File: config.mk
export PLATFORM = sky130hd
export DESIGN_NAME = fp32_to_int_seq_flat
export DESIGN_NICKNAME = d
export VERILOG_FILES = /design/src/rtl/fp32_to_int_seq_if.sv /design/src/rtl/fp32_to_int_seq.sv /design/src/flat_wrapper.sv
export SDC_FILE = /design/constraint.sdc
export NUM_CORES = 1
export LEC_CHECK = 0
export BUFFER_PORTS_ARGS = -buffer_cell sky130_fd_sc_hd__buf_2
export CAP_MARGIN = 25
export CORE_MARGIN = 2
export CORE_UTILIZATION = 50
export CTS_CLUSTER_DIAMETER = 200
export CTS_CLUSTER_SIZE = 10
export DETAILED_ROUTE_END_ITERATION = 7
export HOLD_SLACK_MARGIN = 0.05
export PLACE_DENSITY = 0.81
export SYNTH_ARGS = -nofsm -noshare
export SYNTH_HDL_FRONTEND = slang
export SYNTH_SLANG_ARGS = --single-unit
File: constraint.sdc
create_clock -name clk -period 6.4 [get_ports clk]
set_clock_uncertainty 0.15 [all_clocks]
set_input_delay 0.64 -clock clk [delete_from_list [all_inputs] [get_ports clk]]
set_output_delay 0.64 -clock clk [all_outputs]
set_load 0.005 [all_outputs]
File: src/rtl/fp32_to_int_seq_if.sv
// Handshake bundle for the FP32-to-integer converter: input operand channel
// and result channel, each with its own valid/ready pair.
interface fp32_to_int_seq_if #(
  parameter int unsigned OUT_W = 32
);
  logic             in_valid;
  logic             in_ready;
  logic [31:0]      in_data;
  logic             out_valid;
  logic             out_ready;
  logic [OUT_W-1:0] out_data;
  logic [2:0]       out_flags;

  modport master (
    output in_valid, in_data, out_ready,
    input  in_ready, out_valid, out_data, out_flags
  );

  modport slave (
    input  in_valid, in_data, out_ready,
    output in_ready, out_valid, out_data, out_flags
  );
endinterface

File: src/rtl/fp32_to_int_seq.sv
// Iterative FP32 -> signed integer converter, truncating toward zero and
// saturating out-of-range values; one shift position per clock.
module fp32_to_int_seq #(
  parameter int unsigned OUT_W = 32
) (
  input  logic               clk,
  input  logic               rst_n,
  fp32_to_int_seq_if.slave   bus
);

  localparam int unsigned MAG_W = ((OUT_W > 24) ? OUT_W : 24) + 1;
  localparam int unsigned CNT_W = 7;
  localparam logic [MAG_W-1:0] MIN_MAG = {{(MAG_W-1){1'b0}}, 1'b1} << (OUT_W - 1);
  localparam logic [MAG_W-1:0] MAX_MAG = MIN_MAG - {{(MAG_W-1){1'b0}}, 1'b1};

  typedef enum logic [1:0] {
    IDLE,
    SHIFT,
    FIX,
    DONE
  } state_t;

  state_t             state_q, state_d;
  logic [MAG_W-1:0]   mag_q, mag_d;
  logic [CNT_W-1:0]   cnt_q, cnt_d;
  logic               left_q, left_d;
  logic               sign_q, sign_d;
  logic               sticky_q, sticky_d;
  logic [2:0]         flag_q, flag_d;
  logic [OUT_W-1:0]   out_data_q, out_data_d;
  logic [2:0]         out_flags_q, out_flags_d;

  logic               sgn_v;
  logic [7:0]         exp_v;
  logic [22:0]        frac_v;
  int                 e_v;

  assign sgn_v  = bus.in_data[31];
  assign exp_v  = bus.in_data[30:23];
  assign frac_v = bus.in_data[22:0];
  assign e_v    = int'(exp_v) - 127;

  assign bus.in_ready  = (state_q == IDLE);
  assign bus.out_valid = (state_q == DONE);
  assign bus.out_data  = out_data_q;
  assign bus.out_flags = out_flags_q;

  always_comb begin
    state_d     = state_q;
    mag_d       = mag_q;
    cnt_d       = cnt_q;
    left_d      = left_q;
    sign_d      = sign_q;
    sticky_d    = sticky_q;
    flag_d      = flag_q;
    out_data_d  = out_data_q;
    out_flags_d = out_flags_q;

    unique case (state_q)
      IDLE: begin
        if (bus.in_valid) begin
          sign_d   = sgn_v;
          sticky_d = 1'b0;
          flag_d   = 3'b000;
          left_d   = 1'b0;
          cnt_d    = '0;
          mag_d    = MAG_W'({1'b1, frac_v});
          // Special cases preload a signed magnitude and pass through FIX so
          // that every result takes at least one cycle to appear.
          if (exp_v == 8'hFF) begin
            state_d = FIX;
            flag_d  = 3'b100;
            sign_d  = sgn_v && (frac_v == '0);
            mag_d   = (sgn_v && (frac_v == '0)) ? MIN_MAG : MAX_MAG;
          end else if ((exp_v == 8'h00) || (e_v < 0)) begin
            state_d  = FIX;
            mag_d    = '0;
            sticky_d = ({exp_v, frac_v} != '0);
          end else if (e_v >= int'(OUT_W) - 1) begin
            state_d = FIX;
            if (sgn_v && (e_v == int'(OUT_W) - 1) && (frac_v == '0)) begin
              mag_d = MIN_MAG;
            end else begin
              flag_d = 3'b010;
              mag_d  = sgn_v ? MIN_MAG : MAX_MAG;
            end
          end else if (e_v < 23) begin
            state_d = SHIFT;
            cnt_d   = CNT_W'(23 - e_v);
          end else if (e_v == 23) begin
            state_d = FIX;
          end else begin
            state_d = SHIFT;
            left_d  = 1'b1;
            cnt_d   = CNT_W'(e_v - 23);
          end
        end
      end

      SHIFT: begin
        if (left_q) begin
          mag_d = mag_q << 1;
        end else begin
          sticky_d = sticky_q | mag_q[0];
          mag_d    = mag_q >> 1;
        end
        cnt_d = cnt_q - CNT_W'(1);
        if (cnt_q == CNT_W'(1)) begin
          state_d = FIX;
        end
      end

      FIX: begin
        out_data_d  = sign_q ? (-mag_q[OUT_W-1:0]) : mag_q[OUT_W-1:0];
        out_flags_d = {flag_q[2:1], flag_q[0] | sticky_q};
        state_d     = DONE;
      end

      DONE: begin
        if (bus.out_ready) begin
          state_d = IDLE;
        end
      end

      default: state_d = IDLE;
    endcase
  end

  always_ff @(posedge clk or negedge rst_n) begin
    if (!rst_n) begin
      state_q     <= IDLE;
      mag_q       <= '0;
      cnt_q       <= '0;
      left_q      <= 1'b0;
      sign_q      <= 1'b0;
      sticky_q    <= 1'b0;
      flag_q      <= '0;
      out_data_q  <= '0;
      out_flags_q <= '0;
    end else begin
      state_q     <= state_d;
      mag_q       <= mag_d;
      cnt_q       <= cnt_d;
      left_q      <= left_d;
      sign_q      <= sign_d;
      sticky_q    <= sticky_d;
      flag_q      <= flag_d;
      out_data_q  <= out_data_d;
      out_flags_q <= out_flags_d;
    end
  end

endmodule

File: src/flat_wrapper.sv
// flat-port wrapper written by rule: the top's interface ports become plain ports
module fp32_to_int_seq_flat 
#(
  parameter int unsigned OUT_W = 32
)
  (clk, rst_n, bus_in_valid, bus_in_data, bus_out_ready, bus_in_ready, bus_out_valid, bus_out_data, bus_out_flags);
  fp32_to_int_seq_if #(.OUT_W(OUT_W)) bus_i ();
  input  logic clk;
  input  logic rst_n;
  input wire logic [$bits(bus_i.in_valid)-1:0] bus_in_valid;
  input wire logic [$bits(bus_i.in_data)-1:0] bus_in_data;
  input wire logic [$bits(bus_i.out_ready)-1:0] bus_out_ready;
  output wire logic [$bits(bus_i.in_ready)-1:0] bus_in_ready;
  output wire logic [$bits(bus_i.out_valid)-1:0] bus_out_valid;
  output wire logic [$bits(bus_i.out_data)-1:0] bus_out_data;
  output wire logic [$bits(bus_i.out_flags)-1:0] bus_out_flags;
  assign bus_i.in_valid = bus_in_valid;
  assign bus_i.in_data = bus_in_data;
  assign bus_i.out_ready = bus_out_ready;
  assign bus_in_ready = bus_i.in_ready;
  assign bus_out_valid = bus_i.out_valid;
  assign bus_out_data = bus_i.out_data;
  assign bus_out_flags = bus_i.out_flags;
  fp32_to_int_seq #(.OUT_W(OUT_W)) u_core (.clk(clk), .rst_n(rst_n), .bus(bus_i));
endmodule
==> summary.md, run 1 <==
| Metric | Value |
|---|---|
| Status | `finished, final reports clean` |
| EDFF count, synth | `0` |
| H-tree lvl count | `3` |
| Async SR Flop Fraction | `100.0%` |
| Top post-synthesis cells by area | `dfrtp_1 (39%), a21oi_1 (6.6%), mux2i_1 (6.2%)` |
| Port-buffer cells | `72` |
| Worst Hold Class | `in2async` |
| Post-synthesis cell type count | `59` |
| CP Launch Type | `primary input` |
| Row Count | `37` |
| Antenna-violating nets left | `0` |
| Commonest non-fill, non-tap cell in the layout | `dfrtp_1` |
| Grt total ovfl | `0` |
| Die Width | `107.0 microns` |
| Largest net degree at the start of global routing | `83` |
| Nets | `693` |
| Wire length on met1 | `5544 microns` |
| DRC viols | `0` |
| Overall global routing resource usage | `22.16%` |
| HPWL after detailed placement | `8854 microns` |
| Clock transition at the registers of the reported paths | `0.08 ns` |
| Synth Warn # | `0` |
| Post-synthesis sequential element count | `82` |
| MaxCap Viol Count | `0` |
| CP Cell Sequence | `buf_2, ha_1, nand3_2, xnor2_1, inv_1, ha_1, and3_1, nor4_1, o31ai_4, or4_1, o31a_4, o221ai_1` |
| Max rail drop VDD | `190.9 uV` |
| CTS tree | `built` |
| Critical path endpoint category | `flip-flop` |
| Diode count | `0` |
| Root Buffer | `clkbuf_8` |
| CTS Buffer Depth | `2` |
| Core footprint | `0.01032 sq mm` |
| Pleak | `2.507 nW` |
| Met3 routed WL | `723 microns` |
| Pins over their slew limit | `0` |
| Total Power | `2.894 mW` |
| Final setup viols | `0` |
| Final critical-path share of the clock period | `60.91%` |
| Full die area | `0.01144 sq mm` |
| Worst-Margin Slew | `1.050 ns` |
| Vias post-DR | `4655` |
| Max transition margin | `30.00%` |
| Ports | `73` |
| Initial antenna violation count | `0` |
| CP delay by family, top | `simple AND/OR/NAND/NOR gates` |
| Pwr dens | `489.9 mW/mm^2` |
| Initial core utilization | `51.36%` |
| CTS sink cnt | `82` |
| Crit path max fanout | `29` |
| Post-CTS Repair Setup Buffers | `0` |
| Top cell by count, worst path | `ha_1` |
| Vias per inst | `5.922` |
| Layout cells sized above 1 | `19.85%` |
| WL final | `12390 microns` |
| First-pass GRT wire length | `20380 microns` |
| Post-Syn Area | `0.005303 sq mm` |
| DRT iter0 DRCs | `480` |
| Routed wl met2 | `5852 microns` |
| Layout Area Growth over Synthesis | `11.40%` |
| Fmax | `0.2565 GHz` |
| Most used DFF post-synth | `dfrtp_1` |
| CTS Hold Bufs | `0` |
| Synth top area share | `38.70%` |
| Top layer in use | `met4` |
| DR pass1 iterations | `5` |
| Register area share after synthesis | `38.70%` |
| CP peak stage delay | `0.61 ns` |
| Worst EP arrival | `4.01 ns` |
| GP Congestion | `0.9139` |
| Setup CP Type | `in2reg` |
| Clk_lat worst skew | `0.35 ns` |
| Mean Syn Cell Area | `8.750 sq um` |
| Yosys top cell by area | `dfrtp_1` |
| Syn_nets | `653` |
| Most frequent cells in the layout | `dfrtp_1 (82), nor2_1 (73), buf_2 (71)` |
| Worst Path Required | `6.51 ns` |
| Die height | `107.0 microns` |
| Avg WL per Cell | `15.76 microns` |
| Synth Instances | `606` |
| Post-cts repair resize count | `0` |
| Setup TNS Final | `0 ns` |
| Number of global-route vias before repair | `4347` |
| Minimum clock period | `3.898 ns` |
| Critical Path Slowest Stage Cell | `or4_1` |
| WP buf/inv | `2` |
| CTS buffer count | `9` |
| Final hold viol count | `0` |
| RSZ-0062 raised after global routing | `false` |
-- sequential cells by signal, summed over array words and instances, names as in the netlist --
name,count
u_core.mag_q,33
u_core.flag_q,2
u_core.state_q,2
u_core.cnt_q,7
u_core.sticky_q,1
u_core.left_q,1
u_core.bus.out_flags,3
u_core.bus.out_data,32
u_core.sign_q,1
-- cell usage after synthesis, drive strengths merged (4+ instances only) --
master / number
nor4: 10
o21ai: 55
buf: 16
nand3: 10
xnor2: 7
mux2: 7
xor2: 31
a22o: 6
dfrtp: 82
or2: 4
o31ai: 11
clkbuf: 31
a21oi: 70
or3: 6
a31oi: 4
mux2i: 33
nor2: 73
inv: 16
nor3: 34
o41ai: 4
nor2b: 7
o21a: 4
nand2: 31
ha: 11
-- metrics by stage --
stage          area [sq um]  util [%]  setup slack, ns  cells  hold WS, ns
2_1_floorplan          5303         -            3.218    606       0.1944
3_5_place_dp           5650     54.73            2.139    769       0.3197
4_1_cts                5867     56.83            2.507    784       0.3373
6_report               5907     57.22            2.502    786       0.1104
5_1_grt                5907     57.22            2.199    786       0.1381
3_3_place_gp           5650     54.73            2.277    769       0.3142
-- layout make-up --
cell class / count / area [sq um]
clock buffer: 10 / 137.6
clock inverter: 5 / 78.83
fill: 914 / 4417
inverter: 16 / 60.06
multi-input combinational: 461 / 2990
sequential: 82 / 2052
tap: 136 / 170.2
timing repair buffer: 76 / 417.9
-- worst register-to-register path: stages (launching register included) --
cell and delay (ns):
dfrtp_1 0.42, inv_1 0.11, ha_1 0.65, inv_1 0.69, o21a_2 0.43, or4_1 0.64, o31a_4 0.30, o221ai_1 0.23
-- power breakdown --
part	leakage, nW	internal (mW)	switching, mW
clock network	0.112	0.228	0.181
registers	0.995	0.762	0.293
logic	1.40	0.624	0.807
total	2.51	1.61	1.28
-- worst paths after layout --
check / endpoint / slack [ns] / from / cells after the start
setup / recovery: u_core.mag_q[1] / 2.50 / bus_in_data[23] / 12
hold / removal: u_core.bus.out_data[8] / 0.11 / rst_n / 1
setup reg to reg: u_core.mag_q[1] / 2.69 / u_core.state_q[1] / 7
hold reg to reg: u_core.mag_q[32] / 0.33 / u_core.mag_q[32] / 2
max in group asynchronous: u_core.mag_q[32] / 5.39 / rst_n / 2
min in group clk: u_core.mag_q[32] / 0.33 / u_core.mag_q[32] / 2
-- per-layer routing --
metal  track usage (%)  vias to the layer above
met5                 0                        -
met4             7.607                        0
met3             4.681                       21
met2             36.03                      151
met1             29.46                     2245
li1                  -                     2238
-- cells by family after synthesis --
logic type	after synthesis	share of synthesized area [%]
buffers and inverters	63	5.238
AND/OR/NAND/NOR	193	17.77
XOR/XNOR	38	6.277
adder cells (fa/ha/maj)	11	2.596
multiplexers	40	7.716
flip-flops	82	38.70
AO/OA/AOI/OAI	179	21.71
Power figures use the tool's default switching activity.
==> inputs of run 2 (changes only) <==
--- a/config.mk
+++ b/config.mk
@@ -13,7 +13,7 @@
 export CTS_CLUSTER_SIZE = 10
 export DETAILED_ROUTE_END_ITERATION = 7
 export HOLD_SLACK_MARGIN = 0.05
-export PLACE_DENSITY = 0.81
+export PLACE_DENSITY = 0.84
 export SYNTH_ARGS = -nofsm -noshare
 export SYNTH_HDL_FRONTEND = slang
 export SYNTH_SLANG_ARGS = --single-unit
==> constraint.sdc (replaced) <==
create_clock -name clk -period 3.46 [get_ports clk]
set_clock_uncertainty 0.15 [all_clocks]
set_input_delay 0.346 -clock clk [delete_from_list [all_inputs] [get_ports clk]]
set_output_delay 0.346 -clock clk [all_outputs]
set_load 0.005 [all_outputs]
==> summary.md, run 2 (synthesis gave the netlist of run 1 again) <==
| Metric | Value |
|---|---|
| Hold_sp | `bus_in_data[6]` |
| Die Width | `107.0 microns (unchanged)` |
| GP Congestion | `0.8427 (was 0.9139)` |
| Max transition margin | `36.83% (was 30.00%)` |
| Reg2Reg Setup Slack | `0.55 ns (was 2.69 ns)` |
| Die height | `107.0 microns (unchanged)` |
| WL final | `12750 microns (was 12390 microns)` |
| Post-cts repair resize count | `0 (unchanged)` |
| Grt total ovfl | `0 (unchanged)` |
| Diode count | `0 (unchanged)` |
| DRT iter0 DRCs | `468 (was 480)` |
| First-pass GRT wire length | `21350 microns (was 20380 microns)` |
| Overall global routing resource usage | `23.09% (was 22.16%)` |
| Row Count | `37 (unchanged)` |
| CP peak stage delay | `0.54 ns (was 0.61 ns)` |
| H-tree lvl count | `3 (unchanged)` |
| HPWL after detailed placement | `8907 microns (was 8854 microns)` |
| Worst-Margin Slew | `0.9476 ns (was 1.050 ns)` |
| Largest net degree at the start of global routing | `83 (unchanged)` |
| Root Buffer | `clkbuf_8 (unchanged)` |
| Commonest non-fill, non-tap cell in the layout | `dfrtp_1 (unchanged)` |
| Layout Area Growth over Synthesis | `12.69% (was 11.40%)` |
| Crit path max fanout | `23 (was 29)` |
| RSZ-0062 raised after global routing | `false (unchanged)` |
| Top cell by count, worst path | `ha_1 (unchanged)` |
| Setup CP Type | `in2reg (unchanged)` |
| Clock transition at the registers of the reported paths | `0.09 ns (was 0.08 ns)` |
| CP Cell Sequence | `buf_2, ha_1, nand3_2, xnor2_1, inv_1, ha_1, and3_1, nor4_1, o31ai_4, or4_1, o31a_4, o221ai_1 (unchanged)` |
| CTS buffer count | `9 (unchanged)` |
| DRC viols | `0 (unchanged)` |
| Number of global-route vias before repair | `4390 (was 4347)` |
| Place WS | `0.1185 ns (was 2.139 ns)` |
| R2r endpoint | `u_core.bus.out_data[30] (was u_core.mag_q[1])` |
| Minimum clock period | `2.988 ns` |
| Pleak | `2.546 nW (was 2.507 nW)` |
| Most flops, register | `u_core.mag_q (unchanged)` |
| Fin cells | `796 (was 786)` |
| Dpl cells | `778 (was 769)` |
| Status | `finished, final reports clean (unchanged)` |
| CTS sink cnt | `82 (unchanged)` |
| Ports | `73 (unchanged)` |
| Final setup viols | `0 (unchanged)` |
| MaxCap Viol Count | `0 (unchanged)` |
| Vias post-DR | `4717 (was 4655)` |
| Critical path endpoint category | `flip-flop (unchanged)` |
| Pwr dens | `902.8 mW/mm^2 (was 489.9 mW/mm^2)` |
| Clk_lat worst skew | `0.36 ns (was 0.35 ns)` |
| Final hold viol count | `0 (unchanged)` |
| Final core occ | `57.88% (was 57.22%)` |
| CP delay by family, top | `simple AND/OR/NAND/NOR gates (unchanged)` |
| Vias per inst | `5.926 (was 5.922)` |
| Antenna-violating nets left | `0 (unchanged)` |
| Most frequent cells in the layout | `dfrtp_1 (82), nor2_1 (73), buf_2 (71) (unchanged)` |
| Nets | `702 (was 693)` |
| Worst Hold Class | `in2reg (was in2async)` |
| CTS tree | `built (unchanged)` |
| Final critical-path share of the clock period | `86.37%` |
| CP Launch Type | `primary input (unchanged)` |
| Pins over their slew limit | `0 (unchanged)` |
| Full die area | `0.01144 sq mm (unchanged)` |
| Fill count | `896 (was 914)` |
| Max rail drop VDD | `371.6 uV (was 190.9 uV)` |
| WP buf/inv | `2 (unchanged)` |
| Setup TNS Final | `0 ns (unchanged)` |
| R2R cell count | `7 (unchanged)` |
| Initial antenna violation count | `0 (unchanged)` |
| Core footprint | `0.01032 sq mm (unchanged)` |
| Initial core utilization | `51.36% (unchanged)` |
| Port-buffer cells | `72 (unchanged)` |
| R2R Path Start | `u_core.mag_q[3] (was u_core.state_q[1])` |
| Fmax | `0.3346 GHz` |
| Avg WL per Cell | `16.02 microns (was 15.76 microns)` |
| Largest register FFs | `33 (unchanged)` |
| DR pass1 iterations | `7 (was 5)` |
| Worst Path Required | `3.57 ns (was 6.51 ns)` |
| Final setup margin | `0.4718 ns (was 2.502 ns)` |
| Hold path depth | `3` |
| Critical Path Slowest Stage Cell | `or4_1 (unchanged)` |
| Worst EP arrival | `3.10 ns (was 4.01 ns)` |
| Layout cells sized above 1 | `20.91% (was 19.85%)` |
| CTS Buffer Depth | `2 (unchanged)` |
| WHS Endpoint | `u_core.mag_q[6]` |
[run 2: per-stage QoR]
stage,area [sq um],power (mW),hold WS (ns)
after detailed placement,5718,4.575,0.3233
after floorplan,5303,3.870,-0.09959
after CTS,5956,5.368,0.09636
after global routing,5976,5.832,0.09591
final,5976,5.395,0.09595
after global placement,5718,4.444,0.3163
[run 2: how the worst max path moves through the flow]
stage          slack [ns]         endpoint  cells past startpoint             from
6_report             0.47  u_core.mag_q[1]                     12  bus_in_data[24]
5_1_grt              0.26  u_core.mag_q[1]                     12  bus_in_data[24]
4_1_cts              0.46  u_core.mag_q[1]                     12  bus_in_data[24]
3_5_place_dp         0.12  u_core.mag_q[1]                     12  bus_in_data[24]
3_3_place_gp         0.25  u_core.mag_q[1]                     12  bus_in_data[23]
2_1_floorplan        0.57  u_core.mag_q[0]                     13  bus_in_data[24]
[run 2: what timing repair did]
item	CTS	global route
buffers inserted	0	0
endpoints found under the setup margin	0	0
endpoints found under the hold margin	18	0
hold buffers	1	0
[run 2: layout make-up]
class	count	area, sq um	area share (%)
Multi-Input combinational cell	461	2990	50.04
Timing Repair Buffer	85	475.5	7.956
Clock inverter	6	90.09	1.508
Clock buffer	10	137.6	2.303
Sequential cell	82	2052	34.34
Tap cell	136	170.2	2.848
Inverter	16	60.06	1.005
[run 2: power by group]
group | switching (mW) | internal, mW | total, mW
clock | 0.359 | 0.427 | 0.787
combinational | 1.52 | 1.16 | 2.68
sequential | 0.523 | 1.41 | 1.93
[run 2: per-layer routing]
metal	up-vias	part of all wire [%]	GRT usage (%)	routed length, microns
met5	-	0	0	0
met4	0	2.8	10.20	353
met3	26	5.6	2.492	719
met2	182	48	37.26	6183
met1	2252	43	31.50	5493
li1	2257	-	-	-
[run 2: worst register-to-register path, cell delays in order (launching register included)]
cell and delay (ns):
dfrtp_1 0.50, nor4_1 0.62, nand2_1 0.24, or3_1 0.47
or3b_1 0.41, nand2_1 0.10, xor2_1 0.17, a21oi_1 0.08
==> inputs of run 3 (changes only) <==
--- a/config.mk
+++ b/config.mk
@@ -8,12 +8,12 @@
 export BUFFER_PORTS_ARGS = -buffer_cell sky130_fd_sc_hd__buf_2
 export CAP_MARGIN = 25
 export CORE_MARGIN = 2
-export CORE_UTILIZATION = 50
+export CORE_UTILIZATION = 53
 export CTS_CLUSTER_DIAMETER = 200
 export CTS_CLUSTER_SIZE = 10
 export DETAILED_ROUTE_END_ITERATION = 7
 export HOLD_SLACK_MARGIN = 0.05
-export PLACE_DENSITY = 0.84
+export PLACE_DENSITY_LB_ADDON = 0.12
 export SYNTH_ARGS = -nofsm -noshare
 export SYNTH_HDL_FRONTEND = slang
 export SYNTH_SLANG_ARGS = --single-unit
==> summary.md, run 3 (synthesis gave the netlist of run 1 again) <==
| Metric | Value |
|---|---|
| CTS sink cnt | `82 (unchanged)` |
| Grt total ovfl | `0 (unchanged)` |
| Max transition margin | `40.16% (was 36.83%)` |
| Finished Cell Area | `0.006000 sq mm (was 0.005976 sq mm)` |
| Worst Hold Class | `in2reg (unchanged)` |
| CP delay by family, top | `simple AND/OR/NAND/NOR gates (unchanged)` |
| Worst-Margin Slew | `0.8976 ns (was 0.9476 ns)` |
| Crit path max fanout | `23 (unchanged)` |
| H-tree lvl count | `3 (unchanged)` |
| CTS Hold Bufs | `1 (unchanged)` |
| Largest register FFs | `33 (unchanged)` |
| Setup crit start | `bus_in_data[24] (unchanged)` |
| Root Buffer | `clkbuf_8 (unchanged)` |
| Avg WL per Cell | `15.66 microns (was 16.02 microns)` |
| Final critical-path share of the clock period | `88.62% (was 86.37%)` |
| R2r endpoint | `u_core.bus.out_data[30] (unchanged)` |
| CTS Buffer Depth | `2 (unchanged)` |
| Fill count | `880 (was 896)` |
| Number of global-route vias before repair | `4250 (was 4390)` |
| CP endpoint | `u_core.mag_q[1] (unchanged)` |
| Post-cts repair resize count | `0 (unchanged)` |
| Pleak | `2.562 nW (was 2.546 nW)` |
| CTS tree | `built (unchanged)` |
| Core footprint | `0.009729 sq mm (was 0.01032 sq mm)` |
| Setup TNS Final | `0 ns (unchanged)` |
| Crit path depth | `12 (unchanged)` |
| CP Cell Sequence | `buf_2, ha_1, nand3_2, xnor2_1, inv_1, ha_1, and3_1, nor4_1, o31ai_4, or4_1, o31a_4, o221ai_1 (unchanged)` |
| Die height | `104.0 microns (was 107.0 microns)` |
| Largest net degree at the start of global routing | `83 (unchanged)` |
| Final core occ | `61.66% (was 57.88%)` |
| R2R Path Start | `u_core.mag_q[5] (was u_core.mag_q[3])` |
| HPWL after detailed placement | `8929 microns (was 8907 microns)` |
| Most flops, register | `u_core.mag_q (unchanged)` |
| R2R cell count | `7 (unchanged)` |
| Most frequent cells in the layout | `dfrtp_1 (82), nor2_1 (73), buf_2 (71) (unchanged)` |
| DR pass1 iterations | `5 (was 7)` |
| Total Power | `5.447 mW (was 5.395 mW)` |
| Status | `finished, final reports clean (unchanged)` |
| GP Congestion | `0.8464 (was 0.8427)` |
| Full die area | `0.01082 sq mm (was 0.01144 sq mm)` |
| Clk_lat worst skew | `0.36 ns (about the same)` |
| WP buf/inv | `2 (unchanged)` |
| CP peak stage delay | `0.47 ns (was 0.54 ns)` |
| Initial core utilization | `54.50% (was 51.36%)` |
| Minimum clock period | `3.066 ns (was 2.988 ns)` |
| Antenna-violating nets left | `0 (unchanged)` |
| Layout Area Growth over Synthesis | `13.14% (was 12.69%)` |
| Initial antenna violation count | `0 (unchanged)` |
| Pwr dens | `908.0 mW/mm^2 (was 902.8 mW/mm^2)` |
| Ports | `73 (unchanged)` |
| Setup CP Type | `in2reg (unchanged)` |
| Overall global routing resource usage | `23.63% (was 23.09%)` |
| Reg2Reg Setup Slack | `0.73 ns (was 0.55 ns)` |
| CTS buffer count | `9 (unchanged)` |
| Max rail drop VDD | `382.6 uV (was 371.6 uV)` |
| Final hold viol count | `0 (unchanged)` |
| RSZ-0062 raised after global routing | `false (unchanged)` |
| Post-DP Area | `0.005714 sq mm (was 0.005718 sq mm)` |
| Nets | `702 (unchanged)` |
| Post-CTS Repair Setup Buffers | `0 (unchanged)` |
| Top cell by count, worst path | `ha_1 (unchanged)` |
| Final setup viols | `0 (unchanged)` |
| Diode count | `0 (unchanged)` |
| WL final | `12420 microns (was 12750 microns)` |
| Layout cells sized above 1 | `20.91% (unchanged)` |
| Worst EP arrival | `3.19 ns (was 3.10 ns)` |
| Vias post-DR | `4568 (was 4717)` |
| Critical Path Slowest Stage Cell | `or4_1 (unchanged)` |
| Commonest non-fill, non-tap cell in the layout | `dfrtp_1 (unchanged)` |
| Port-buffer cells | `72 (unchanged)` |
| DRC viols | `0 (unchanged)` |
| Row Count | `36 (was 37)` |
| Fmax | `0.3261 GHz (was 0.3346 GHz)` |
| Worst Path Required | `3.59 ns (was 3.57 ns)` |
| Critical path endpoint category | `flip-flop (unchanged)` |
| Die Width | `104.0 microns (was 107.0 microns)` |
| Pins over their slew limit | `0 (unchanged)` |
| Clock transition at the registers of the reported paths | `0.09 ns (about the same)` |
| First-pass GRT wire length | `20910 microns (was 21350 microns)` |
| CP Launch Type | `primary input (unchanged)` |
| Vias per inst | `5.760 (was 5.926)` |
| DRT iter0 DRCs | `239 (was 468)` |
| MaxCap Viol Count | `0 (unchanged)` |
==> run 3: worst min-delay path by stage <==
stage | start | to | slack (ns) | depth (start not counted)
floorplan | rst_n | u_core.bus.out_data[0] | -0.1 | 0
CTS | bus_in_data[12] | u_core.mag_q[12] | 0.07 | 3
detailed placement | u_core.flag_q[1] | u_core.flag_q[1] | 0.32 | 2
global placement | u_core.mag_q[32] | u_core.mag_q[32] | 0.32 | 2
finish | bus_in_data[12] | u_core.mag_q[12] | 0.08 | 3
global route | bus_in_data[0] | u_core.mag_q[0] | 0.09 | 3
==> run 3: per-stage QoR <==
step                hold WS (ns)  worst slack (ns)  cells
global placement          0.3151            0.1713    775
CTS                      0.07274            0.4063    792
global route             0.08659            0.2293    793
detailed placement        0.3247           0.03704    775
finish                   0.08430            0.3936    793
floorplan               -0.09959            0.5719    606
==> run 3: where the power goes <==
part	internal [mW]	switching, mW	leakage (nW)
logic	1.17	1.50	1.44
clock network	0.487	0.351	0.126
registers	1.41	0.535	0.995
total	3.06	2.38	2.56
==> run 3: layer usage <==
metal	routed length [microns]	vias to the layer above	global-route usage, %
met5	0	-	0
met4	159	0	5.405
met3	429	14	4.637
met2	5706	90	37.69
met1	6120	2196	33.45
li1	-	2268	-
==> run 3: final cells by class <==
cell class | count | area [sq um] | share of cell area (%)
Multi-Input combinational cell | 461 | 2990 | 49.84
Sequential cell | 82 | 2052 | 34.20
Timing Repair Buffer | 85 | 483.0 | 8.050
Clock buffer | 13 | 178.9 | 2.982
Tap cell | 133 | 166.4 | 2.774
Clock inverter | 3 | 68.82 | 1.147
Inverter | 16 | 60.06 | 1.001
==> run 3: worst register-to-register path: stages, from the launching register on <==
cell,delay [ns]
dfrtp_1,0.46
nor4_1,0.55
nand2_1,0.22
or3_1,0.44
or3b_1,0.39
nand2_1,0.09
xor2_1,0.19
a21oi_1,0.09
